===== src/rtl/r_format_mc_cpu.sv =====
// r_format_mc_cpu -- multi-cycle MIPS R-format integer core.
//
// Each instruction walks FETCH -> DECODE -> EXEC -> WB. FETCH waits for a
// valid instruction. The other three states each take one cycle.
// Writeback is registered, so wb_valid/err pulse in the cycle after WB.
// That gives 3 cycles from the acceptance edge to the pulse. At that point
// the register file already holds the new value.
//
// Ports
//   clk, rst_n    single rising-edge clock, async active-low reset
//   instr_valid   source presents instr
//   instr[31:0]   R-format word {op, rs, rt, rd, shamt, funct}
//   instr_ready   core accepts an instruction this cycle (FETCH only)
//   pc_out        address of the next instruction to fetch
//   wb_valid      one-cycle pulse: register write (wb_addr, wb_data)
//   err           one-cycle pulse: illegal instruction or signed overflow
//   dbg_addr      combinational register-file read port address
//   dbg_data      read data for dbg_addr (register 0 always reads 0)
module r_format_mc_cpu #(
  parameter  int DATA_W  = 32,
  parameter  int REG_NUM = 32,
  parameter  int ADDR_W  = 32,
  parameter  int PC_STEP = 4,
  localparam int RA_W    = (REG_NUM > 1) ? $clog2(REG_NUM) : 1
) (
  input  logic              clk,
  input  logic              rst_n,
  input  logic              instr_valid,
  input  logic [31:0]       instr,
  output logic              instr_ready,
  output logic [ADDR_W-1:0] pc_out,
  output logic              wb_valid,
  output logic [RA_W-1:0]   wb_addr,
  output logic [DATA_W-1:0] wb_data,
  output logic              err,
  input  logic [RA_W-1:0]   dbg_addr,
  output logic [DATA_W-1:0] dbg_data
);

  localparam int MSB = DATA_W - 1;

  localparam logic [5:0] F_SLL  = 6'h00;
  localparam logic [5:0] F_SRL  = 6'h02;
  localparam logic [5:0] F_SRA  = 6'h03;
  localparam logic [5:0] F_ADD  = 6'h20;
  localparam logic [5:0] F_ADDU = 6'h21;
  localparam logic [5:0] F_SUB  = 6'h22;
  localparam logic [5:0] F_SUBU = 6'h23;
  localparam logic [5:0] F_AND  = 6'h24;
  localparam logic [5:0] F_OR   = 6'h25;
  localparam logic [5:0] F_XOR  = 6'h26;
  localparam logic [5:0] F_NOR  = 6'h27;
  localparam logic [5:0] F_SLT  = 6'h2A;
  localparam logic [5:0] F_SLTU = 6'h2B;

  typedef enum logic [1:0] {FETCH, DECODE, EXEC, WB} state_t;

  typedef struct packed {
    logic [5:0] op;
    logic [4:0] rs;
    logic [4:0] rt;
    logic [4:0] rd;
    logic [4:0] shamt;
    logic [5:0] funct;
  } rinstr_t;

  state_t                           state;
  rinstr_t                          ir;
  logic [REG_NUM-1:0][DATA_W-1:0]   regs;
  logic [DATA_W-1:0]                op_a, op_b, res_q;
  logic                             bad_q;

  // Register specifiers only use their low RA_W bits.
  logic [RA_W-1:0] rs_idx, rt_idx, rd_idx;
  assign rs_idx = ir.rs[RA_W-1:0];
  assign rt_idx = ir.rt[RA_W-1:0];
  assign rd_idx = ir.rd[RA_W-1:0];

  assign instr_ready = (state == FETCH);
  assign dbg_data    = regs[dbg_addr];

  // ---------------- EXEC-stage ALU (operates on A/B latched in DECODE)
  logic [DATA_W-1:0] sum, diff, alu_res;
  logic              alu_ovf, alu_legal, sh_big;

  assign sum  = op_a + op_b;
  assign diff = op_a - op_b;
  // shamt is 5 bits, so it can exceed a narrow datapath. Those shifts
  // saturate instead of being reduced modulo the width.
  assign sh_big = (32'(ir.shamt) >= 32'(DATA_W));

  always_comb begin
    alu_res   = '0;
    alu_ovf   = 1'b0;
    alu_legal = 1'b1;
    case (ir.funct)
      F_ADD: begin
        alu_res = sum;
        alu_ovf = (op_a[MSB] == op_b[MSB]) && (sum[MSB] != op_a[MSB]);
      end
      F_ADDU: alu_res = sum;
      F_SUB: begin
        alu_res = diff;
        alu_ovf = (op_a[MSB] != op_b[MSB]) && (diff[MSB] != op_a[MSB]);
      end
      F_SUBU: alu_res = diff;
      F_AND:  alu_res = op_a & op_b;
      F_OR:   alu_res = op_a | op_b;
      F_XOR:  alu_res = op_a ^ op_b;
      F_NOR:  alu_res = ~(op_a | op_b);
      F_SLT:  alu_res = {{(DATA_W-1){1'b0}}, ($signed(op_a) < $signed(op_b))};
      F_SLTU: alu_res = {{(DATA_W-1){1'b0}}, (op_a < op_b)};
      F_SLL:  alu_res = sh_big ? '0 : (op_b << ir.shamt);
      F_SRL:  alu_res = sh_big ? '0 : (op_b >> ir.shamt);
      F_SRA:  alu_res = sh_big ? {DATA_W{op_b[MSB]}}
                               : DATA_W'($signed(op_b) >>> ir.shamt);
      default: alu_legal = 1'b0;
    endcase
  end

  // ---------------- FSM, register file and registered outputs
  always_ff @(posedge clk or negedge rst_n) begin
    if (!rst_n) begin
      state    <= FETCH;
      pc_out   <= '0;
      ir       <= '0;
      regs     <= '0;
      op_a     <= '0;
      op_b     <= '0;
      res_q    <= '0;
      bad_q    <= 1'b0;
      wb_valid <= 1'b0;
      wb_addr  <= '0;
      wb_data  <= '0;
      err      <= 1'b0;
    end else begin
      wb_valid <= 1'b0;
      err      <= 1'b0;
      case (state)
        FETCH: begin
          if (instr_valid) begin
            ir     <= rinstr_t'(instr);
            pc_out <= pc_out + ADDR_W'(PC_STEP);
            state  <= DECODE;
          end
        end
        DECODE: begin
          op_a  <= regs[rs_idx];
          op_b  <= regs[rt_idx];
          state <= EXEC;
        end
        EXEC: begin
          res_q <= alu_res;
          bad_q <= (ir.op != 6'd0) || !alu_legal || alu_ovf;
          state <= WB;
        end
        WB: begin
          if (bad_q) begin
            err <= 1'b1;
          end else begin
            wb_valid <= 1'b1;
            wb_addr  <= rd_idx;
            wb_data  <= res_q;
            // Register 0 stays zero. The pulse still reports the result.
            if (rd_idx != '0) regs[rd_idx] <= res_q;
          end
          state <= FETCH;
        end
        default: state <= FETCH;
      endcase
    end
  end

endmodule


===== config.mk =====
export PLATFORM = sky130hd
export DESIGN_NAME = r_format_mc_cpu
export DESIGN_NICKNAME = d
export VERILOG_FILES = /design/src/rtl/r_format_mc_cpu.sv
export SDC_FILE = /design/constraint.sdc
export NUM_CORES = 2
export LEC_CHECK = 0
export BUFFER_PORTS_ARGS = -buffer_cell sky130_fd_sc_hd__buf_2
export CAP_MARGIN = 20
export CORE_MARGIN = 2
export CORE_UTILIZATION = 35
export DETAILED_ROUTE_END_ITERATION = 16
export PLACE_DENSITY = 0.51
export RECOVER_POWER = 100
export SYNTH_ARGS = -nofsm -noshare
export SYNTH_HDL_FRONTEND = slang
export SYNTH_SLANG_ARGS = --single-unit

===== constraint.sdc =====
create_clock -name clk -period 4.9 [get_ports clk]
set_input_delay 0 -clock clk [delete_from_list [all_inputs] [get_ports clk]]
set_output_delay 0 -clock clk [all_outputs]
set_load 0.01 [all_outputs]

== Word level (Yosys, flattened, before mapping) ==
Cells that the tools add are included.

* Register bits: 1226
* Bits of input ports: 40
* Output and inout bits: 104
* Word-level logic and storage cells: 120

* $add $sub $neg: 3
* $lt $le $gt $ge: 7
* Equal/unequal tests: 20
* Shift-type cells: 3
* Mux-type cells: 18
* Bitwise operators: 5
* Reductions and logical operators: 16

{| class="wikitable"
|+ Operators by type and width
! kind !! count
|-
| $bwmux W1024 || 1
|-
| $bmux W32 S5 || 3
|-
| $pmux W32 S11 || 1
|-
| $demux W32 S5 || 1
|-
| $mux W32 || 4
|-
| $lt A32 B32 Y1 || 2
|-
| $eq A6 B6 Y1 const B || 10
|-
| $add A32 B3 Y32 const B || 1
|-
| $add A32 B32 Y32 || 1
|-
| $and A32 B32 Y32 || 1
|-
| $not A32 Y32 || 1
|-
| $or A32 B32 Y32 || 1
|-
| $shl A32 B5 Y32 || 1
|-
| $shr A32 B5 Y32 || 1
|-
| $sshr A32 B5 Y32 || 1
|-
| $sub A32 B32 Y32 || 1
|-
| $xor A32 B32 Y32 || 1
|-
| $lt A5 B6 Y1 const B || 4
|-
| $reduce_or A13 Y1 || 1
|-
| $eq A6 B2 Y1 const B || 2
|-
| $pmux W2 S4 || 1
|-
| $logic_not A6 Y1 || 1
|-
| $reduce_bool A6 Y1 || 1
|-
| $ge A5 B1 Y1 const B || 1
|-
| other kinds (17) || 29
|}

== Logic depth before layout (Yosys ltp) ==
* Word-level depth: 6
* Gate-level depth with buffers: 13
* Depth with buffers taken out: 13

== Worst setup path after synthesis ==
OpenSTA, ideal clock, no wires.

* Path type: register to register
* Start: register op_b[5]
* End: register res_q[31]
* Library setup time: 0.077 ns
* Arrival: 2.956 ns
* Data required time: 4.823 ns
* Setup slack: 1.867 ns
* Stages on the path, launching flop included: 14
* Buffers on the path: 2
* Clock period less this slack: 3.033 ns
* Cells stage by stage: dfrtp_1 -> clkbuf_1 -> inv_1 -> ha_1 -> buf_6 -> o21a_1 -> o2111a_2 -> a221oi_4 -> a21oi_2 -> a31oi_2 -> o41ai_4 -> a22oi_1 -> mux2_1 -> o21ai_1

* Longest elaborated chain between the ends: 2
* Elaborated cells between the ends (all ways): 6
* Those cells by class: add/sub (2); shift (3); mux (1)

{| class="wikitable"
|+ RTL lines
! element !! line !! RTL
|-
| start, declared || 70 || <nowiki>logic [DATA_W-1:0] op_a, op_b, res_q;</nowiki>
|-
| start signal, assigned || 149 || <nowiki>op_b <= regs[rt_idx];</nowiki>
|-
| $sub A32 B32 Y32 (tied with other cells) || 87 || <nowiki>assign diff = op_a - op_b;</nowiki>
|-
| $pmux W32 S11 * || 96 || <nowiki>case (ir.funct)</nowiki>
|-
| end signal, assigned || 153 || <nowiki>res_q <= alu_res;</nowiki>
|-
| end, declared || 70 ||
|}

Mark *: on every way between the ends. The rest lies on a longest branch, timed or not.
A chain may end at the register's enable or synchronous reset.

== Worst setup path after layout ==
* Start: register state[0]
* End: register regs[671] (netlist bit)

* Longest elaborated chain between the ends: 2

{| class="wikitable"
|+ RTL lines
! element !! line !! RTL
|-
| start, declared || 67 || <nowiki>state_t state;</nowiki>
|-
| start signal, assigned || 124 || <nowiki>state <= FETCH;</nowiki>
|-
| start signal, assigned || 144 || <nowiki>state <= DECODE;</nowiki>
|-
| start signal, assigned || 150 || <nowiki>state <= EXEC;</nowiki>
|-
| $eq A2 B2 Y1 || 139 || <nowiki>case (state)</nowiki>
|-
| $reduce_and A3 Y1 (no source line) || - ||
|-
| end signal, assigned by index || 165 || <nowiki>if (rd_idx != '0) regs[rd_idx] <= res_q;</nowiki>
|-
| end, declared || 69 || <nowiki>logic [REG_NUM-1:0][DATA_W-1:0] regs;</nowiki>
|}

No other way between the ends.

==> metrics.txt <==
status=complete, but fails checks; violated checks=capacitance limit, slew limit; RSZ-0062 raised after global routing=no; CTS clk-pin slew, worst paths=0.07 ns; Fmax=~0.23 GHz; Die Ht=476.9 microns; final WL=285500 microns; initial antenna violation count=12; Seq/Total Area, Yosys=between 30 and 40%; largest net degree at the start of global routing=141; FP Rows=173; HP Class=in2reg; Final min period=roughly 4.4 ns; relative slew slack=-136.9%; Final Core Density=39.72%; Die Wd=476.9 microns; Initial Utilization=35.21%; synthesized instance count=around 5800; Max Cap Violations=32; Worst EP arrival=just over 5 ns; number of distinct library cells after synthesis=94; reg2reg setup slack=0.51 ns; Peak VDD IR=roughly 0.63 mV; CP Capture Type=register; Mapped Area=78280 sq um; Final TNS setup=0 ns; post-CTS setup buffer count=0; CP Launch Type=register; Leakage=around 0.038 uW; CTS tree=yes; crit share post-route=between 80% and 90%; Critical Path Start=state[0]; WP data required=5.59 ns; Root Buffer=clkbuf_16; Synth Flop Type=dfrtp_1; number of port buffers=141; RD Place Congestion=0.9428; synth warn=0; CTS Buffer Depth=3; DR vias/cell=6.167; final hold vios=0; number of synthesized flops with an enable pin=0; Total GRT Usage=24.88%; CTS sink count=1224; critical path peak fanout=28; layout cells sized above 1=approximately 43%; Avg Cell Area, Syn=between 10 and 15 sq um; Post-synth ARST share=100.0%; drt drc=0; drt pass-1 iters=6; pwr/cell area=515.4 nW/um^2; Wirelength per Cell=32.36 microns; WS Path Type=reg2reg; worst-skew pair later-pin latency=0.84 ns; commonest non-fill, non-tap cell in the layout=dfrtp_1; first-pass GRT wire length=between 400000 and 500000 microns; ANT nets after route=0; Hold Crit Start=instr[6]; Max Slew Vio Count=785; vias in the first global route=54840; Yosys reg bits=1224; gr ovfl total=0; Setup violations, final=0; NumNets Final=5872; I/O pin count=144; routed vias=54420; CTS H-tree depth=4; RR Startpoint=state[0]; DIE AREA=approximately 230000 sq um; area delta synth->final=12.80%; Core Region=around 220000 sq um; Clock Skew=between 0.04 and 0.05 ns; initial DRC count=approximately 5500; Num CTS Buffers=150; Worst Tran Pin Value=3.553 ns; most frequent cells in the layout=dfrtp_1 (1206), mux4_2 (1001), mux2_2 (944); Final HPWL DP=~180000 microns
[timing repair]
item,4_1_cts,5_1_grt
setup endpoints to repair,0,0
endpoints found under the hold margin,903,0
resized for setup,0,0
hold buffers,68,0
[cell type report]
| cell class | instances | area (sq um) |
|---|---|---|
| repair buffers | 426 | 3437 |
| diodes | 4 | 10.01 |
| clock buffers | 221 | 4494 |
| well taps | 2975 | 3722 |
| clock inverters | 51 | 659.4 |
| flip-flops and latches | 1224 | 30680 |
| fillers | 20740 | 134000 |
| inverters | 117 | 439.2 |
| multi-input cells | 3806 | 44860 |
[per-stage QoR]
step | instances | hold slack, ns | worst slack [ns] | instance area, sq um | total power, uW
5_1_grt | 8821 | 0.1095 | 0.4251 | 88290 | 47670
4_1_cts | 8818 | 0.05838 | 1.090 | 88760 | 45740
3_5_place_dp | 8478 | 0.09030 | 1.058 | 82910 | 33910
6_report | 8824 | 0.1339 | 0.5092 | 88300 | 45510
2_1_floorplan | 5765 | -0.2956 | 1.867 | 78280 | 26240
3_3_place_gp | 8475 | 0.1089 | 1.108 | 82840 | 33870
[synth_stat cells (all sizes together) (12+ instances only)]
master / instances / share of area [%]
mux2i: 140 / 1.8
mux4: 1001 / 29
buf: 172 / 1.0
nand3: 24 / 0.15
o21ai: 237 / 1.5
a21o: 12 / 0.12
nand2b: 12 / 0.096
xor2: 20 / 0.22
o211ai: 22 / 0.23
xnor2: 68 / 0.76
a221oi: 14 / 0.19
and2: 21 / 0.17
dfrtp: 1224 / 39
o31ai: 16 / 0.16
nand2: 366 / 1.8
a211oi: 36 / 0.36
inv: 115 / 0.55
nor2b: 17 / 0.14
and3: 20 / 0.16
a21oi: 208 / 1.3
a31oi: 21 / 0.19
a22oi: 15 / 0.15
ha: 105 / 1.7
nor4: 14 / 0.13
clkbuf: 446 / 2.1
nor3: 41 / 0.26
mux2: 961 / 14
nor2: 251 / 1.2
[cell families (layout without fill, tap and decap cells)]
family | after synthesis | after routing | share of synthesized area [%]
fa+ha+maj | 107 | 107 | 1.729
mux | 2102 | 2102 | 44.41
other cells | 1 | 6 | 0.004791
flops | 1224 | 1224 | 39.13
xor+xnor | 88 | 88 | 0.9846
buf+inv | 735 | 815 | 3.731
compound gates | 693 | 693 | 5.506
simple gates | 814 | 814 | 4.501
[flip-flops by register name, indices dropped and copies added, names as in the netlist]
signal / count
rs_idx: 5
rt_idx: 5
pc_out: 30
bad_q: 1
wb_addr: 5
ir: 17
op_a: 32
regs: 1024
res_q: 32
state: 2
wb_valid: 1
err: 1
wb_data: 32
rd_idx: 5
op_b: 32
[report_power, final]
part,switching [uW],internal (uW)
combinational,12300,7830
sequential,2720,11000
clock,4790,6870
[layer usage]
metal | global-route usage [%] | part of all wire (%)
met3 | 4.578 | 6.8
met2 | 38.23 | 46
met1 | 34.60 | 43
met5 | 0 | 0.039
met4 | 10.36 | 4.4
[final timing paths]
kind                             end  depth (start not counted)
min in group asynchronous  regs[167]                          4
hold reg to reg             regs[26]                          0
setup reg to reg           regs[671]                          6
hold / removal                 ir[6]                          4
max in group asynchronous  regs[481]                          4
setup / recovery           regs[671]                          6
[worst max-delay path, stage by stage, from the launching register on]
cell,delay (ns)
dfrtp_1,0.43
ha_1,0.23
nand2b_4,0.31
or3_1,0.55
nor2_1,0.74
clkbuf_2,1.43
mux2_2,0.44
Note: power is estimated with default switching activity, not from simulation.
